## config.mk

```make
export PLATFORM = sky130hd
export DESIGN_NAME = compare_in_loader
export DESIGN_NICKNAME = d
export VERILOG_FILES = /design/src/rtl/compare_in_loader.sv
export SDC_FILE = /design/constraint.sdc
export NUM_CORES = 1
export LEC_CHECK = 0
export ABC_AREA = 1
export ABC_CLOCK_PERIOD_IN_PS = 1200
export CORE_ASPECT_RATIO = 1.75
export CORE_MARGIN = 3
export CORE_UTILIZATION = 45
export DETAILED_ROUTE_END_ITERATION = 10
export PLACE_DENSITY_LB_ADDON = 0.1
export SLEW_MARGIN = 20
export SYNTH_ARGS = -nofsm -noshare
export SYNTH_HDL_FRONTEND = slang
export SYNTH_SLANG_ARGS = --single-unit
```

## constraint.sdc

```tcl
create_clock -name clk -period 1.2 [get_ports clk]
set_input_delay 0.12 -clock clk [delete_from_list [all_inputs] [get_ports clk]]
set_output_delay 0.12 -clock clk [all_outputs]
set_load 0.005 [all_outputs]
```

## src/rtl/compare_in_loader.sv

```systemverilog
// Serial receiver for the riscv_top compare_in bus: synchronizes a cs_n-framed MSB-first word
// and commits it only on a well-formed frame. Optional parity bit: define COMPARE_LOADER_PARITY_EN.
module compare_in_loader #(
  parameter int DATA_W      = 24,
  parameter int SYNC_STAGES = 2,
  parameter int TIMEOUT     = 1023
) (
  input  logic              clk,
  input  logic              reset,
  input  logic              ser_clk_in,
  input  logic              ser_data_in,
  input  logic              ser_cs_n_in,
  output logic [2:0]        io_oeb,
  output logic [DATA_W-1:0] compare_out,
  output logic              compare_valid,
  output logic              frame_err,
  output logic              busy
);

`ifdef COMPARE_LOADER_PARITY_EN
  localparam int FRAME_BITS = DATA_W + 1;
`else
  localparam int FRAME_BITS = DATA_W;
`endif
  localparam int CNT_W = $clog2(FRAME_BITS + 2);
  localparam int TMO_W = $clog2(TIMEOUT + 1);

  typedef enum logic [1:0] {IDLE, SHIFT, COMMIT, ABORT} state_t;

  state_t                r_state;
  state_t                w_state_next;
  logic [SYNC_STAGES-1:0] r_clk_sync, r_data_sync, r_cs_sync;
  logic                  r_clk_d, r_cs_d;
  logic [FRAME_BITS-1:0] r_shift;
  logic [CNT_W-1:0]      r_bit_cnt;
  logic [TMO_W-1:0]      r_tmo;
  logic [DATA_W-1:0]     r_compare_out;
  logic                  r_compare_valid, r_frame_err;

  logic w_clk_s, w_data_s, w_cs_s;
  logic w_sclk_rise, w_cs_fall, w_cs_rise;
  logic w_start, w_shift_en, w_tmo_tick, w_parity_ok;
  logic [DATA_W-1:0] w_word;

  // cs_n idles high, so its synchronizer resets to 1 to avoid a false frame start
  always_ff @(posedge clk) begin
    if (!reset) begin
      r_clk_sync  <= '0;
      r_data_sync <= '0;
      r_cs_sync   <= '1;
      r_clk_d     <= 1'b0;
      r_cs_d      <= 1'b1;
    end else begin
      r_clk_sync  <= {r_clk_sync[SYNC_STAGES-2:0], ser_clk_in};
      r_data_sync <= {r_data_sync[SYNC_STAGES-2:0], ser_data_in};
      r_cs_sync   <= {r_cs_sync[SYNC_STAGES-2:0], ser_cs_n_in};
      r_clk_d     <= w_clk_s;
      r_cs_d      <= w_cs_s;
    end
  end

  assign w_clk_s     = r_clk_sync[SYNC_STAGES-1];
  assign w_data_s    = r_data_sync[SYNC_STAGES-1];
  assign w_cs_s      = r_cs_sync[SYNC_STAGES-1];
  assign w_sclk_rise = w_clk_s & ~r_clk_d;
  assign w_cs_fall   = ~w_cs_s & r_cs_d;
  assign w_cs_rise   = w_cs_s & ~r_cs_d;

`ifdef COMPARE_LOADER_PARITY_EN
  assign w_parity_ok = ~^r_shift;
  assign w_word      = r_shift[FRAME_BITS-1:1];
`else
  assign w_parity_ok = 1'b1;
  assign w_word      = r_shift;
`endif

  always_ff @(posedge clk) begin
    if (!reset) r_state <= IDLE;
    else        r_state <= w_state_next;
  end

  // cs_rise takes priority over a coincident serial-clock edge
  always_comb begin
    w_state_next = r_state;
    w_start      = 1'b0;
    w_shift_en   = 1'b0;
    w_tmo_tick   = 1'b0;
    case (r_state)
      IDLE: begin
        if (w_cs_fall) begin
          w_state_next = SHIFT;
          w_start      = 1'b1;
        end
      end
      SHIFT: begin
        if (w_cs_rise) begin
          if ((r_bit_cnt == CNT_W'(FRAME_BITS)) && w_parity_ok) w_state_next = COMMIT;
          else                                                   w_state_next = ABORT;
        end else if (w_sclk_rise) begin
          w_shift_en = 1'b1;
        end else if (r_tmo == TMO_W'(TIMEOUT - 1)) begin
          w_state_next = ABORT;
        end else begin
          w_tmo_tick = 1'b1;
        end
      end
      COMMIT:  w_state_next = IDLE;
      ABORT:   w_state_next = IDLE;
      default: w_state_next = IDLE;
    endcase
  end

  always_ff @(posedge clk) begin
    if (!reset) begin
      r_shift         <= '0;
      r_bit_cnt       <= '0;
      r_tmo           <= '0;
      r_compare_out   <= '0;
      r_compare_valid <= 1'b0;
      r_frame_err     <= 1'b0;
    end else begin
      if (w_start) begin
        r_shift   <= '0;
        r_bit_cnt <= '0;
        r_tmo     <= '0;
      end else if (w_shift_en) begin
        r_shift <= {r_shift[FRAME_BITS-2:0], w_data_s};
        if (r_bit_cnt != CNT_W'(FRAME_BITS + 1)) r_bit_cnt <= r_bit_cnt + CNT_W'(1);
        r_tmo <= '0;
      end else if (w_tmo_tick) begin
        r_tmo <= r_tmo + TMO_W'(1);
      end
      r_compare_valid <= (r_state == COMMIT);
      r_frame_err     <= (r_state == ABORT);
      if (r_state == COMMIT) r_compare_out <= w_word;
    end
  end

  assign io_oeb        = 3'b111;
  assign compare_out   = r_compare_out;
  assign compare_valid = r_compare_valid;
  assign frame_err     = r_frame_err;
  assign busy          = (r_state == SHIFT);

endmodule

```

Yosys cells after proc, flatten, opt, wreduce, memory -nomap -nowiden
Index checks and enable logic that the tools add are counted.

Multiplexer cells: 15. Bitwise gates (word level): 7. Reduce and logical (&&, ||, !) cells: 6. Add/subtract/negate cells: 2. Eq/ne operators: 9.

Operators with widths (number): 10-bit by 1-bit adder with 10-bit output (second input constant) (1); 10-bit == test (second input constant) (1); 1-bit 2-to-1 mux (10); 2-bit 2-to-1 mux (4); 2-bit one-hot mux with 3 select lines (1); 5-bit by 1-bit adder with 5-bit output (second input constant) (1); 5-bit == test (second input constant) (1); 5-bit inequality test (second input constant) (1); 2-bit == test (second input constant) (2); 1-bit NOT (4); 2-bit OR reduction (2); 1-bit bitwise AND (3); 3-bit by 1-bit inequality test with 1-bit output (second input constant) (1); 3-bit by 2-bit inequality test with 1-bit output (second input constant) (1); 3-bit AND reduction (1); 3-bit OR reduction (1); 2-bit by 1-bit == test with 1-bit output (second input constant) (1); 2-bit zero test (1); 2-bit inequality test (second input constant) (1); 2-bit AND reduction (1).

Input bits: 5. Register bits after elaboration: 75. Logic and storage cells: 51. Output and inout bits: 30.

Logic depth before layout (Yosys ltp)
Gate-level depths: netlist (run 1).

Word-level depth: 6. Mapped depth: 10. Mapped depth without buffers: 10.

Least setup slack after synthesis (run 1)
No wires, ideal clock.

Path kind: register to register. Start point: reg r_tmo[0]. End point: reg r_tmo[1]. Setup time: 0.119 ns. Stages on the path, launching flop included: 9. Buffers on the path: 0. Arrival time: 1.108 ns. Slack: -0.027 ns. Path through: dfxtp_1 inv_1 ha_1 nand3_1 nor2_1 nand2_2 nand3_2 nand2_1 a21oi_1.

Cells in the longest elaborated chain, start to end: 5. Elaborated cells between the ends (all ways): 6.

Ends and longest elaborated chain: from (decl) (line 36) `logic [TMO_W-1:0] r_tmo;`; from (signal assigned) (line 131) `r_tmo <= r_tmo + TMO_W'(1);`; 10-bit == test (line 101) `end else if (r_tmo == TMO_W'(TIMEOUT - 1)) begin`; 1-bit 2-to-1 mux (line 101); 1-bit 2-to-1 mux (line 99) `end else if (w_sclk_rise) begin`; 1-bit 2-to-1 mux (line 96) `if (w_cs_rise) begin`; 1-bit 2-to-1 mux (line 88) `case (r_state)`.

Parallel ways exist; a longest one is shown, timed or not. A chain may end at the register's enable or synchronous reset.

Worst setup path in the final report (run 1)
Start point: reg r_state[1]. End point: reg r_tmo[3].

Cells in the longest elaborated chain, start to end: 3. Elaborated cells between the ends (all ways): 6.

Ends and longest elaborated chain: from (decl) (line 30) `state_t r_state;`; from (signal assigned) (line 79) `else r_state <= w_state_next;`; 2-bit by 1-bit == test with 1-bit output / 2-bit zero test (equally long branches) (line 88); 1-bit 2-to-1 mux (line 88); 3-bit OR reduction (no source line).

Parallel ways exist; a longest one is shown, timed or not.

==> flow_summary.ini, run 1 <==
[global_routing]
grt_util_all_layers_pct = 18.9
grt-ovfl-total = 0
grt_pass1_wl_um = 10900
grt_pass1_vias = 2516
grt_start_max_net_pins = 42
grt_antenna_before_repair = 0

[floorplanning]
die-area_um2 = 7650
die_y_um = 113
die-width_um = 67.4
start_util_pct = 47.0
rows = 38
core_region_area_um2 = 6320
io_pins = 35

[pwr]
clockPowerShare_pct = 36.7
p_int_uw = 3570
power_leakage_uw = 0.00176
ir_worst_vdd_mv = 0.829
cellPowerDensity_nw_per_um2 = 1150
p_switching_uw = 1080
switching_share_pct = 23.2
sequentialPowerShare_pct = 55.3
combinationalPowerShare_pct = 8.0

[yosys]
synth_area_um2 = 2970
synth.top_cell.area_share_pct = 50.6
synthXorXnorAreaFrac_pct = 1.77
seq_area_frac_synth_pct = 50.6
synth_fa_ha_area_share_pct = 2.11
syn_inst = 367
synth_compound_area_share_pct = 17.2
synthSimpleGateAreaFrac_pct = 19.5
synthArstFlopShare_pct = 0
ys_top_cells_by_area = dfxtp_1 (51%), a21oi_1 (9.4%), nand2_1 (8.0%)
ys_ff_latch = 75
synth_warnings = 0
synth_mux_area_share_pct = 0
ys.flop_type = dfxtp_1
synth_top_family_by_area = simple AND/OR/NAND/NOR gates
ys_types = 31
yosys.area.top_type = dfxtp_1
synth_edf_count = 0
postSynthAreaPerCell_um2 = 8.09

[worst_setup_path]
worstSetupPathType = reg -> reg
cp_max_fo = 8
reg2reg_from = r_state[1]
cp.required_ns = 1.48
r2r-end = r_tmo[3]
critPathCaptureType = register
worst-endpoint-arrival_ns = 1.56
startpoint_type = register
worst-r2r-cell-count = 8
ff2ff_setup_slack_ns = -0.09

[cts]
cts_inserted_buffers = 9
cts.sinks = 75
cts_tree = built
cts.htree.levels = 3
clock_path_buffers = 2
hold_buffers = 0
clockRootBuffer = clkbuf_8
clk_latency_ns = 0.35
clk_pin_slew_ns = 0.07

[sta]
rsz0062_at_grt = yes
slew_violations = 0
setup_tns_ns = -0.771
fin_crit_sh_pct = 107
final_hold_viol_count = 0
max_freq_mhz = 778
setup_viol = 15
fin_ws_ns = -0.0862
period_needed_ns = 1.29
fin_skew_ns = 0.00663

[status]
violations = negative setup slack
outcome = finished with violations

[final_layout]
mostFrequentLayoutCell = dfxtp_1
diodes = 0
nets = 446
final_cells = 521
fin_area_um2 = 4030
area_growth_syn_to_layout_pct = 35.7
drive_above_1_share_pct = 25.4
final_cell_mix = dfxtp_1 (65), nand2_1 (57), a21oi_1 (50)

[placement]
post-dp-hpwl_um = 4500
io_buffers = 31
gp_congestion = 0.768
place_area_um2 = 3590
dp.cells = 494

[routing]
routed_wl_um = 6970
drt_iter0_markers = 88
ant_nets = 0
drc_errors = 0
firstDrtPassIters = 4
avgRoutedWirePerCell_um = 13.4
vias = 2567
via_per_inst = 4.93

[hold_path]
hold_depth = 3
hold_path.class = in -> reg
hold_end = r_data_sync[0]
worstHoldStart = ser_data_in

[run]
drv_cap = 0
-- state kept, by name, summed over array words and instances (netlist names), 2 cells and up --
name and cells:
r_tmo 10, r_shift 24, r_clk_sync 2, r_data_sync 2, r_state 2, r_bit_cnt 5, compare_out 24, r_cs_sync 2
-- stage by stage --
step           total power (uW)  util [%]  hold slack [ns]  setup WS (ns)
2_1_floorplan              2810         -            0.218        0.00296
3_3_place_gp               2970      56.8            0.396         -0.116
3_5_place_dp               2970      56.8            0.401         -0.129
4_1_cts                    4680      60.9            0.276         -0.101
5_1_grt                    4850      63.7            0.292         -0.156
6_report                   4650      63.7            0.300        -0.0862
-- worst max-delay path, stage by stage, from the launching register on --
cell      delay, ns
dfxtp_2        0.34
buf_12         0.12
nor2_8         0.12
nand2_4        0.10
clkinv_4       0.10
nand2_4        0.07
nor2_8         0.16
nand2_1        0.07
a21oi_1        0.13
-- synthesized netlist by cell type, types with 4 or more instances --
cell type,n
nor2_1,25
clkbuf_1,7
buf_2,5
nand3_1,9
nand4_1,4
nand2_1,63
dfxtp_1,75
o21ai_0,40
inv_1,39
a21oi_1,56
ha_1,5
-- power by group through the flow --
stage | combinational (uW) | clock [uW] | sequential, uW
final | 371 | 1710 | 2570
after global routing | 410 | 1870 | 2580
after CTS | 338 | 1770 | 2570
after detailed placement | 341 | 0 | 2630
after global placement | 338 | 0 | 2630
after floorplan | 179 | 0 | 2630
-- final cells by class --
cell class	count	area, um2
flip-flops and latches	75	1520
clock inverters	2	10.0
clock buffers	14	163
repair buffers	72	703
well taps	80	100
fillers	578	2300
multi-input cells	234	1360
inverters	44	178
-- per-layer routing --
metal  wire length, um  vias up  part of all wire [%]  global-route usage [%]
met1              2670     1198                    38                    19.0
met2              3900       39                    56                    33.8
met5                 0        -                     0                       0
met4               221        0                   3.2                    11.4
li1                  -     1315                     -                       -
met3               175       15                   2.5                    4.24
-- kinds of logic (layout without fill, tap and decap cells) --
kind of cell	count (synthesis)	after routing
compound gates	101	101
xor+xnor	6	6
fa+ha+maj	5	5
buf+inv	61	132
flops	75	75
other cells	1	3
simple gates	118	119
-- how the worst max path moves through the flow --
stage	from	depth (start not counted)	endpoint	slack (ns)
2_1_floorplan	r_tmo[0]	9	r_tmo[1]	0.003
3_3_place_gp	r_tmo[1]	6	r_tmo[6]	-0.12
3_5_place_dp	r_tmo[1]	6	r_tmo[6]	-0.13
4_1_cts	r_tmo[0]	9	r_tmo[8]	-0.10
5_1_grt	r_tmo[0]	9	r_tmo[8]	-0.16
6_report	r_state[1]	8	r_tmo[3]	-0.09
-- what timing repair did --
| action | 4_1_cts | 5_1_grt |
|---|---|---|
| buffers inserted | 5 | 2 |
| setup endpoints to repair | 64 | 44 |
| gates resized for setup | 60 | 32 |
| cloned | 0 | 4 |
| pin swaps | 11 | 17 |
Note: power is estimated with default switching activity, not from simulation.
==> run 2, diff against run 1 <==
Settings changed: CORE_MARGIN 3 to default, GPL_TIMING_DRIVEN from default to 0.
==> flow_summary.ini, run 2 (synthesis results as in run 1) <==
[pwr]
switching_share_pct = 22.3
power_leakage_uw = 0.00176
combinationalPowerShare_pct = 7.6
power.total_uw = 5080
ir_worst_vdd_mv = 1.40
cellPowerDensity_nw_per_um2 = 1240
sequentialPowerShare_pct = 50.6
p_int_uw = 3950
p_switching_uw = 1130
clockPowerShare_pct = 41.8

[routing]
routed_wl_um = 6780
drt_iter0_markers = 59
firstDrtPassIters = 6
drc_errors = 0
avgRoutedWirePerCell_um = 13.2
via_per_inst = 4.93
ant_nets = 0
vias = 2533

[sta]
fin_ws_ns = -0.137
rsz0062_at_grt = yes
setup_viol = 24
fin_hold_ws_ns = 0.306
max_freq_mhz = 748
final_hold_viol_count = 0
slew_violations = 0
fin_crit_sh_pct = 111
period_needed_ns = 1.34
setup_tns_ns = -1.24
fin_skew_ns = 0.0117

[global_routing]
grt_pass1_wl_um = 10500
grt-ovfl-total = 0
grt_start_max_net_pins = 13
grt_antenna_before_repair = 0
grt_util_all_layers_pct = 19.7
grt_pass1_vias = 2345

[floorplanning]
rows = 38
core_region_area_um2 = 6280
start_util_pct = 47.3
die-width_um = 63.4
die-area_um2 = 6940
die_y_um = 109
io_pins = 35

[run]
drv_cap = 0

[placement]
post-dp-hpwl_um = 4300
io_buffers = 31
gp_congestion = 0.779
pre_cts_slack_ns = -0.203
place_area_um2 = 3400

[cts]
cts_inserted_buffers = 9
cts_tree = built
cts.sinks = 75
clock_path_buffers = 2
clockRootBuffer = clkbuf_8
clk_latency_ns = 0.34
clk_pin_slew_ns = 0.08
cts.htree.levels = 3

[worst_setup_path]
worst-endpoint-arrival_ns = 1.62
path_common_cell = nand2_4
ff2ff_setup_slack_ns = -0.14
cp.required_ns = 1.48
startpoint_type = register
cpLargestDelayFamily = simple AND/OR/NAND/NOR gates
cp_max_fo = 8
crit_slowest_cell = dfxtp_4
crit_chain = inv_4, ha_4, nand3_4, nor2_4, nand2_4, nand2_4, nor2_8, nand2_1, a21oi_2
slowest_delay_ns = 0.39
worstSetupPathType = reg -> reg
critPathBufInv = 1
critPathCaptureType = register

[hold_path]
hold_path.class = in -> reg

[status]
violations = negative setup slack
outcome = finished with violations

[final_layout]
fill_cells = 559
seq_area_um2 = 1530
mostFrequentLayoutCell = dfxtp_1
diodes = 0
multi_input_area_um2 = 1420
nets = 439
final_cell_mix = dfxtp_1 (59), nand2_1 (52), a21oi_1 (44)
fin_area_um2 = 4100
drive_above_1_share_pct = 27.9
area_growth_syn_to_layout_pct = 38.1
-- run 2: changes by cell type in the layout (fill, tap and decap cells not counted), sizes merged --
cell    change
clkbuf      +2
bufinv      +2
buf        -11
-- run 2: layout make-up --
type                            count  share of cell area, %
Sequential cell                    75                   37.3
Multi-Input combinational cell    234                   34.6
Timing Repair Buffer               48                   12.0
Inverter                           44                   4.55
Buffer                             17                   3.78
Clock buffer                       12                   3.54
Tap cell                           80                   2.44
Clock inverter                      4                   1.80
-- run 2: layer usage --
metal | share of wire [%] | track usage (%) | wire [um]
met1 | 41 | 20.8 | 2770
met2 | 54 | 36.1 | 3660
met3 | 2.4 | 3.94 | 163
met4 | 2.7 | 10.7 | 181
met5 | 0 | 0 | 0
-- run 2: worst paths after layout --
check / startpoint / to / cells after the start
worst max-delay path: r_tmo[0] / r_tmo[9] / 9
worst max register to register: r_tmo[0] / r_tmo[9] / 9
worst min-delay path: ser_clk_in / r_clk_sync[0] / 3
worst min register to register: r_cs_sync[0] / r_cs_sync[1] / 1
-- run 2: worst register-to-register path, stage by stage, from the launching register on --
cell     delay, ns
dfxtp_4       0.39
inv_4         0.04
ha_4          0.15
nand3_4       0.08
nor2_4        0.04
nand2_4       0.10
nand2_4       0.08
nor2_8        0.18
nand2_1       0.10
a21oi_2       0.11
-- run 2: power by group through the flow --
stage	registers (uW)	clock network [uW]	logic, uW
CTS	2570	2180	342
floorplan	2630	0	179
finish	2570	2120	384
detailed placement	2630	0	310
global placement	2630	0	308
global route	2580	2280	422
-- run 2: per-stage QoR --
stage	instances	util (%)
final	514	65.4
after global routing	514	65.4
after CTS	506	61.1
after detailed placement	480	54.1
after global placement	480	54.1
after floorplan	369	-
-- run 2: what timing repair did --
item | in CTS | in global routing
endpoints found under the setup margin | 90 | 60
pin swaps | 13 | 14
hold buffers | 0 | 0
resized for setup | 96 | 47
setup buffers | 9 | 5
gates cloned | 1 | 3
==> run 3, diff against run 2 <==
Settings changed: CORE_UTILIZATION 45 to 49, SLEW_MARGIN 20 to 30.
==> flow_summary.ini, run 3 (synthesis results as in run 1) <==
[status]
outcome = finished with violations
violations = negative setup slack

[cts]
clk_pin_slew_ns = 0.08
cts_inserted_buffers = 9
clk_latency_ns = 0.34
hold_buffers = 0
clockRootBuffer = clkbuf_8
cts.sinks = 75
cts.htree.levels = 3
clock_path_buffers = 2
cts_tree = built

[global_routing]
grt-ovfl-total = 0
met1_usage_pct = 23.8
met3_usage_pct = 5.07
grt_pass1_wl_um = 10400
grt_start_max_net_pins = 14
grt_antenna_before_repair = 0
grt_util_all_layers_pct = 21.5
grt.busiest_layer = met2
grt_pass1_vias = 2421
met2_usage_pct = 36.8

[sta]
setup_viol = 25
fin_skew_ns = 0.00591
final_hold_viol_count = 0
fin_ws_ns = -0.0898
period_needed_ns = 1.29
fin_hold_ws_ns = 0.319
rsz0062_at_grt = yes
fin_crit_sh_pct = 107
setup_tns_ns = -1.09
max_freq_mhz = 775
slew_violations = 0

[floorplanning]
start_util_pct = 50.5
io_pins = 35
die-width_um = 60.8
die_y_um = 105
rows = 37
core_region_area_um2 = 5880
die-area_um2 = 6390

[final_layout]
area_growth_syn_to_layout_pct = 40.8
diodes = 0
drive_above_1_share_pct = 34.3
fin_util_pct = 71.1
final_cell_mix = dfxtp_1 (59), nand2_1 (57), a21oi_1 (45)
mostFrequentLayoutCell = dfxtp_1
nets = 448

[routing]
drc_errors = 0
routed_wl_um = 6960
vias = 2660
drt_iter0_markers = 97
firstDrtPassIters = 4
avgRoutedWirePerCell_um = 13.4
via_per_inst = 5.11
ant_nets = 0

[worst_setup_path]
worstSetupPathType = reg -> reg
cp_max_fo = 5
startpoint_type = register
critPathCaptureType = register
worst-endpoint-arrival_ns = 1.57
cp.required_ns = 1.48

[run]
drv_cap = 0

[placement]
post-dp-hpwl_um = 4160
io_buffers = 31
gp_congestion = 0.803

[pwr]
power_leakage_uw = 0.00178
ir_worst_vdd_mv = 0.892
power.total_uw = 5000
cellPowerDensity_nw_per_um2 = 1200

[hold_path]
hold_path.class = in -> reg
-- run 3: final timing paths --
kind / slack, ns / endpoint / from / depth (start not counted)
worst max-delay path: -0.09 / r_tmo[4] / r_tmo[0] / 8
worst min register to register: 0.42 / r_clk_sync[1] / r_clk_sync[0] / 2
worst max register to register: -0.09 / r_tmo[4] / r_tmo[0] / 8
worst min-delay path: 0.32 / r_data_sync[0] / ser_data_in / 3
-- run 3: cell type report --
cell class / instances / area [um2]
fillers: 465 / 1700
flip-flops and latches: 75 / 1530
multi-input cells: 234 / 1450
repair buffers: 57 / 544
inverters: 44 / 188
plain buffers: 17 / 156
clock buffers: 11 / 151
well taps: 78 / 97.6
clock inverters: 5 / 61.3
-- run 3: critical path, cell delays in order, from the launching register on --
cell	delay, ns
dfxtp_2	0.34
inv_2	0.08
ha_4	0.13
nand3_2	0.07
nor2_2	0.16
nand2_4	0.10
nand3_4	0.13
nand2_1	0.08
a21oi_2	0.13
-- run 3: power breakdown --
part / total (uW) / switching [uW] / internal (uW)
Clock: 2000 / 926 / 1080
Sequential: 2570 / 34.1 / 2540
Combinational: 425 / 225 / 201
Total: 5000 / 1180 / 3820
-- run 3: timing repair --
| action | CTS | global route |
|---|---|---|
| setup buffers | 10 | 10 |
| endpoints found under the setup margin | 90 | 63 |
| gates resized for setup | 76 | 125 |
| pin swaps | 10 | 20 |
| cloned | 0 | 7 |
-- run 3: metal layers --
| layer | vias up | share of wire [%] |
|---|---|---|
| li1 | 1324 | - |
| met1 | 1283 | 41 |
| met2 | 40 | 54 |
| met3 | 13 | 3.2 |
| met4 | 0 | 2.0 |
| met5 | - | 0 |
-- run 3: per-stage QoR --
stage,cell area [um2],cells,worst slack (ns)
detailed placement,3390,478,-0.209
global placement,3390,478,-0.196
finish,4180,521,-0.0898
global route,4180,521,-0.194
CTS,3750,504,-0.111
floorplan,2990,369,0.00296
